## src/rtl/fifo_write_arbiter.sv

```systemverilog
// Round-robin arbiter sharing the single FIFO write port among N_REQ requesters.
// Each grant is held for up to MAX_BURST words so a requester's data stays contiguous.
module fifo_write_arbiter #(
    parameter int N_REQ      = 4,
    parameter int DATA_WIDTH = 8,
    parameter int MAX_BURST  = 4
) (
    input  logic                          clk,
    input  logic                          rst,
    input  logic [N_REQ-1:0]              req,
    input  logic [N_REQ*DATA_WIDTH-1:0]   req_data,
    input  logic                          wfull,
    output logic [N_REQ-1:0]              gnt,
    output logic [N_REQ-1:0]              ack,
    output logic                          write_enable,
    output logic [DATA_WIDTH-1:0]         wdata,
    output logic                          busy
);

    localparam int OW = (N_REQ > 1) ? $clog2(N_REQ) : 1;
    localparam int BW = $clog2(MAX_BURST + 1);

    typedef enum logic {
        IDLE  = 1'b0,
        GRANT = 1'b1
    } state_t;

    state_t              state_reg, state_next;
    logic [OW-1:0]       owner_reg, owner_next;
    logic [OW-1:0]       rr_ptr_reg, rr_ptr_next;
    logic [BW-1:0]       burst_cnt_reg, burst_cnt_next;
    logic [N_REQ-1:0]    gnt_reg, gnt_next;

    logic [OW-1:0]       owner_inc;
    logic [OW-1:0]       pick_start;
    logic [OW-1:0]       pick_idx;
    logic                pick_found;
    logic [N_REQ-1:0]    pick_onehot;
    logic                owner_req;
    logic                burst_last;
    logic                release_now;
    logic                we;

    logic [DATA_WIDTH-1:0] masked_data [N_REQ];

    // gnt_reg is kept equal to onehot(owner) in GRANT and zero in IDLE, so it
    // doubles as the data-mux select and makes every output zero in IDLE.
    generate
        for (genvar gi = 0; gi < N_REQ; gi++) begin : g_slice
            assign masked_data[gi] = gnt_reg[gi] ? req_data[gi*DATA_WIDTH +: DATA_WIDTH]
                                                 : '0;
            assign pick_onehot[gi] = (pick_idx == OW'(gi));
        end
    endgenerate

    always_comb begin
        wdata = '0;
        for (int k = 0; k < N_REQ; k++) begin
            wdata = wdata | masked_data[k];
        end
    end

    assign owner_req    = |(req & gnt_reg);
    assign we           = owner_req & ~wfull;
    assign write_enable = we;
    assign ack          = we ? gnt_reg : '0;
    assign gnt          = gnt_reg;
    assign busy         = (state_reg == GRANT);

    assign owner_inc   = (owner_reg == OW'(N_REQ - 1)) ? '0 : owner_reg + OW'(1);
    assign burst_last  = (burst_cnt_reg == BW'(MAX_BURST - 1));
    assign release_now = (state_reg == GRANT) && ((we && burst_last) || !owner_req);
    assign pick_start  = (state_reg == GRANT) ? owner_inc : rr_ptr_reg;

    // Search pick_start, pick_start+1, ... modulo N_REQ; iterating downward
    // leaves the closest hit to pick_start as the final assignment.
    always_comb begin
        logic [OW:0]   sum;
        logic [OW-1:0] cand;
        pick_found = 1'b0;
        pick_idx   = '0;
        sum        = '0;
        cand       = '0;
        for (int k = N_REQ - 1; k >= 0; k--) begin
            sum = {1'b0, pick_start} + (OW+1)'(k);
            if (sum >= (OW+1)'(N_REQ)) begin
                sum = sum - (OW+1)'(N_REQ);
            end
            cand = sum[OW-1:0];
            if (req[cand]) begin
                pick_found = 1'b1;
                pick_idx   = cand;
            end
        end
    end

    always_comb begin
        state_next     = state_reg;
        owner_next     = owner_reg;
        rr_ptr_next    = rr_ptr_reg;
        burst_cnt_next = burst_cnt_reg;
        gnt_next       = gnt_reg;
        case (state_reg)
            IDLE: begin
                if (pick_found) begin
                    state_next     = GRANT;
                    owner_next     = pick_idx;
                    burst_cnt_next = '0;
                    gnt_next       = pick_onehot;
                end
            end
            GRANT: begin
                if (release_now) begin
                    rr_ptr_next    = owner_inc;
                    burst_cnt_next = '0;
                    if (pick_found) begin
                        owner_next = pick_idx;
                        gnt_next   = pick_onehot;
                    end else begin
                        state_next = IDLE;
                        gnt_next   = '0;
                    end
                end else if (we) begin
                    burst_cnt_next = burst_cnt_reg + BW'(1);
                end
            end
            default: begin
                state_next = IDLE;
                gnt_next   = '0;
            end
        endcase
    end

    always_ff @(posedge clk or negedge rst) begin
        if (!rst) begin
            state_reg     <= IDLE;
            owner_reg     <= '0;
            rr_ptr_reg    <= '0;
            burst_cnt_reg <= '0;
            gnt_reg       <= '0;
        end else begin
            state_reg     <= state_next;
            owner_reg     <= owner_next;
            rr_ptr_reg    <= rr_ptr_next;
            burst_cnt_reg <= burst_cnt_next;
            gnt_reg       <= gnt_next;
        end
    end

endmodule

```

## config.mk

```make
export PLATFORM = sky130hd
export DESIGN_NAME = fifo_write_arbiter
export DESIGN_NICKNAME = d
export VERILOG_FILES = /design/src/rtl/fifo_write_arbiter.sv
export SDC_FILE = /design/constraint.sdc
export NUM_CORES = 1
export LEC_CHECK = 0
export CAP_MARGIN = 20
export CORE_MARGIN = 2
export CORE_UTILIZATION = 32
export DETAILED_ROUTE_END_ITERATION = 10
export PLACE_DENSITY = 0.75
export SLEW_MARGIN = 20
export SYNTH_ARGS = -nofsm -noshare
export SYNTH_HDL_FRONTEND = slang
export SYNTH_SLANG_ARGS = --single-unit
export TNS_END_PERCENT = 30
```

## constraint.sdc

```tcl
create_clock -name clk -period 1.8 [get_ports clk]
set_input_delay 0.54 -clock clk [delete_from_list [all_inputs] [get_ports clk]]
set_output_delay 0.54 -clock clk [all_outputs]
set_load 0.01 [all_outputs]
```

==> run metrics <==
Worst Max-Slew Pin Slew about 540 ps; met1 Use GR between 20 and 25%; DR pass1 iterations 4; Synthesis Warnings 0; max reg flops 4; Primary FF master, synth sky130_fd_sc_hd__dfrtp_1; synthesized net count 137; outcome finished, violations left; part of the power in registers between 20% and 30%; Post-Place Worst Slack -954 ps; fraction of synthesized cell area taken by the top area cell type approximately 34%; clock transition at the registers of the reported paths roughly 60 ps; number of buffers added for setup after CTS 0; worst-skew pair later-pin latency between 200 and 300 ps; gate count after technology mapping 95; f_max 538 MHz; number of antenna cells inserted 0; Maximum Capacitance Violations 0; violation count after the first detailed-route iteration 21; sequential-to-total area share from yosys stat roughly a third; data arrival time at the worst-slack endpoint approximately 1300 ps; worst endpoint required time around 1300 ps; TritonCTS buffer count 3; maximum clock skew at final layout 0.376 ps; wire length of the first global-routing pass between 4 and 5 mm; clk buf depth 2; Tightest Hold Check Type reg2reg; largest net degree at the start of global routing 13; Hold Fails Final Rpt 0; vias per cell approximately 5.4; number of synthesized flops with an enable pin 0; crit path time final ~1900 ps; largest cells by area after synthesis sky130_fd_sc_hd__dfrtp_1 (34%), sky130_fd_sc_hd__a22oi_1 (15%), sky130_fd_sc_hd__nand2_1 (5.6%); most common cell in the synthesized netlist sky130_fd_sc_hd__a22oi_1; power spent charging and discharging nets 0.789 mW; flip-flop and latch count after synthesis 12; count of buffers from port buffering 56; row cnt 18; worst ir drop on vdd 0.778 mV; final WL 2.91 mm; Horiz. Die Dim roughly 56 um; Critical Path Slowest Stage Cell sky130_fd_sc_hd__clkdlybuf4s50_1; number of distinct library cells after synthesis 27; combinational share of power 69.1%; post-route core utilization roughly three fifths; share of final-layout standard cells stronger than drive strength 1 34.0%; worst slew slack as a fraction of its limit 63.6%; chip height around 56 um; violations in the final reports negative setup slack; P&R area growth vs syn 77.7%; cell-internal power around 1.1 mW; setup ws final -60.2 ps; count of filler cells inserted in the layout 240; htree depth 1; Syn Std Cell Area between 800 and 900 um^2; Ports 57; sort of element at the start of the critical path input pin; fraction of power spent switching nets between 40% and 50%; Tcrit/Tclk final 103%; power density over the cells 1220 mW/mm^2; asr flop ratio synth between 90% and 100%; unrepaired setup endpoints after global routing true; detailed placer's ending HPWL ~2.3 mm; kind of critical path in2out; final setup fails 7; grt met3 use around 1.6%; element type at the critical path end primary output; CTS sink cnt 12; list of cells traversed by the critical path clkdlybuf4s50_1 -> a22oi_2 -> nand2_1 -> buf_2; fin. max-slew vios 0; routed via count ~1000; fin nets just over 200; largest fanout on the critical path 1; largest area contributor in the synthesized netlist sky130_fd_sc_hd__dfrtp_1; slowest stage delay, CP ~420 ps; Core ar. between 0.002 and 0.003 mm^2; CTS tree done; gr usage total between 10% and 20%; Seq. cell area 302 um^2; top cells by count, synth sky130_fd_sc_hd__a22oi_1 (18), sky130_fd_sc_hd__nand2_1 (13), sky130_fd_sc_hd__dfrtp_1 (12); antenna violations before repair 0; most utilized layer in the global route result met2; final global-route overflow total 0; weighted congestion at the end of routability-driven global placement 0.818; met2 Track Usage GR about a third; Root Driver sky130_fd_sc_hd__clkbuf_4; routed wirelength normalized by instance count roughly 15 um; average footprint of a synthesized cell about 9 um^2; area used by multi-input combinational logic about 600 um^2; remaining antenna violation count after routing 0; standby leakage power roughly 0.83 nW; starting utilization of the core area between 30 and 40%; number of global-route vias before repair slightly above 1000; drt drc 0; Die Outline Area around 0.0032 mm^2; number of buffers added to fix hold violations after cts 0; clock network fraction of total power under 10%
[final timing paths]
check | from | to | slack, ps | cells after the start
max in group asynchronous | rst | busy | 780 | 1
setup reg to reg | owner_reg[0] | gnt[1] | 10 | 6
setup / recovery | req_data[23] | wdata[7] | -60 | 4
min in group asynchronous | rst | owner_reg[0] | 640 | 1
hold / removal | burst_cnt_reg[1] | burst_cnt_reg[1] | 520 | 1
hold reg to reg | burst_cnt_reg[1] | burst_cnt_reg[1] | 520 | 1
[power groups by stage]
| stage | sequential [mW] | combinational [mW] | clock (mW) |
|---|---|---|---|
| 2_1_floorplan | 0.440 | 0.733 | 0 |
| 3_3_place_gp | 0.421 | 1.33 | 0 |
| 3_5_place_dp | 0.423 | 1.36 | 0 |
| 4_1_cts | 0.424 | 1.25 | 0.159 |
| 5_1_grt | 0.450 | 1.43 | 0.170 |
| 6_report | 0.437 | 1.31 | 0.150 |
[routing by layer]
| metal | vias to the layer above | wire [um] |
|---|---|---|
| met5 | - | 0 |
| met4 | 0 | 12 |
| met3 | 2 | 91 |
| met2 | 25 | 1610 |
| met1 | 511 | 1190 |
| li1 | 499 | - |
[kinds of logic after synthesis]
group | Yosys count | synth area share [%]
multiplexers | 6 | 7.44
buffers and inverters | 7 | 3.86
adder cells (fa/ha/maj) | 3 | 4.29
AND/OR/NAND/NOR | 31 | 18.3
flip-flops | 12 | 34.3
AO/OA/AOI/OAI | 36 | 31.8
[layout by cell type (no fill, tap or decap), types with 3 or more instances in the layout]
master	netlist	routed
sky130_fd_sc_hd__dlygate4sd2_1	0	18
sky130_fd_sc_hd__buf_2	0	15
sky130_fd_sc_hd__dlymetal6s2s_1	0	12
sky130_fd_sc_hd__mux2_2	4	4
sky130_fd_sc_hd__nand2_1	13	13
sky130_fd_sc_hd__nor2_1	5	4
sky130_fd_sc_hd__buf_4	0	13
sky130_fd_sc_hd__a22o_1	4	4
sky130_fd_sc_hd__clkdlybuf4s50_1	0	8
sky130_fd_sc_hd__dfrtp_1	12	11
sky130_fd_sc_hd__and2_1	4	4
sky130_fd_sc_hd__a22oi_2	0	7
sky130_fd_sc_hd__a22oi_1	18	11
sky130_fd_sc_hd__clkbuf_4	0	3
[critical path: cells and delay by family]
kind | cells | cell delay, ps
and+or+nand+nor | 1 | 70
AOI/OAI and AO/OA | 1 | 150
buffers and inverters | 2 | 560
[layout make-up]
type                       count  area share (%)
multi-input combinational     76            38.5
timing repair buffer          69            37.8
sequential                    12            19.4
tap                           30            2.42
clock buffer                   3            1.45
inverter                       2           0.483
[what timing repair did]
item,4_1_cts,5_1_grt
gates resized for setup,92,20
pin swaps,18,8
setup endpoints to repair,24,21
[through the flow]
stage                     setup TNS (ps)  hold WS, ps  area [um^2]  power, mW  instances
after CTS                           -638          498         1490       1.83        192
after global placement            -10650          477         1540       1.75        189
final                               -238          515         1550       1.90        192
after floorplan                        0          244          875       1.17         95
after global routing                -874          524         1550       2.05        192
after detailed placement          -11090          484         1540       1.78        189
Note: power is estimated with default switching activity, not from simulation.
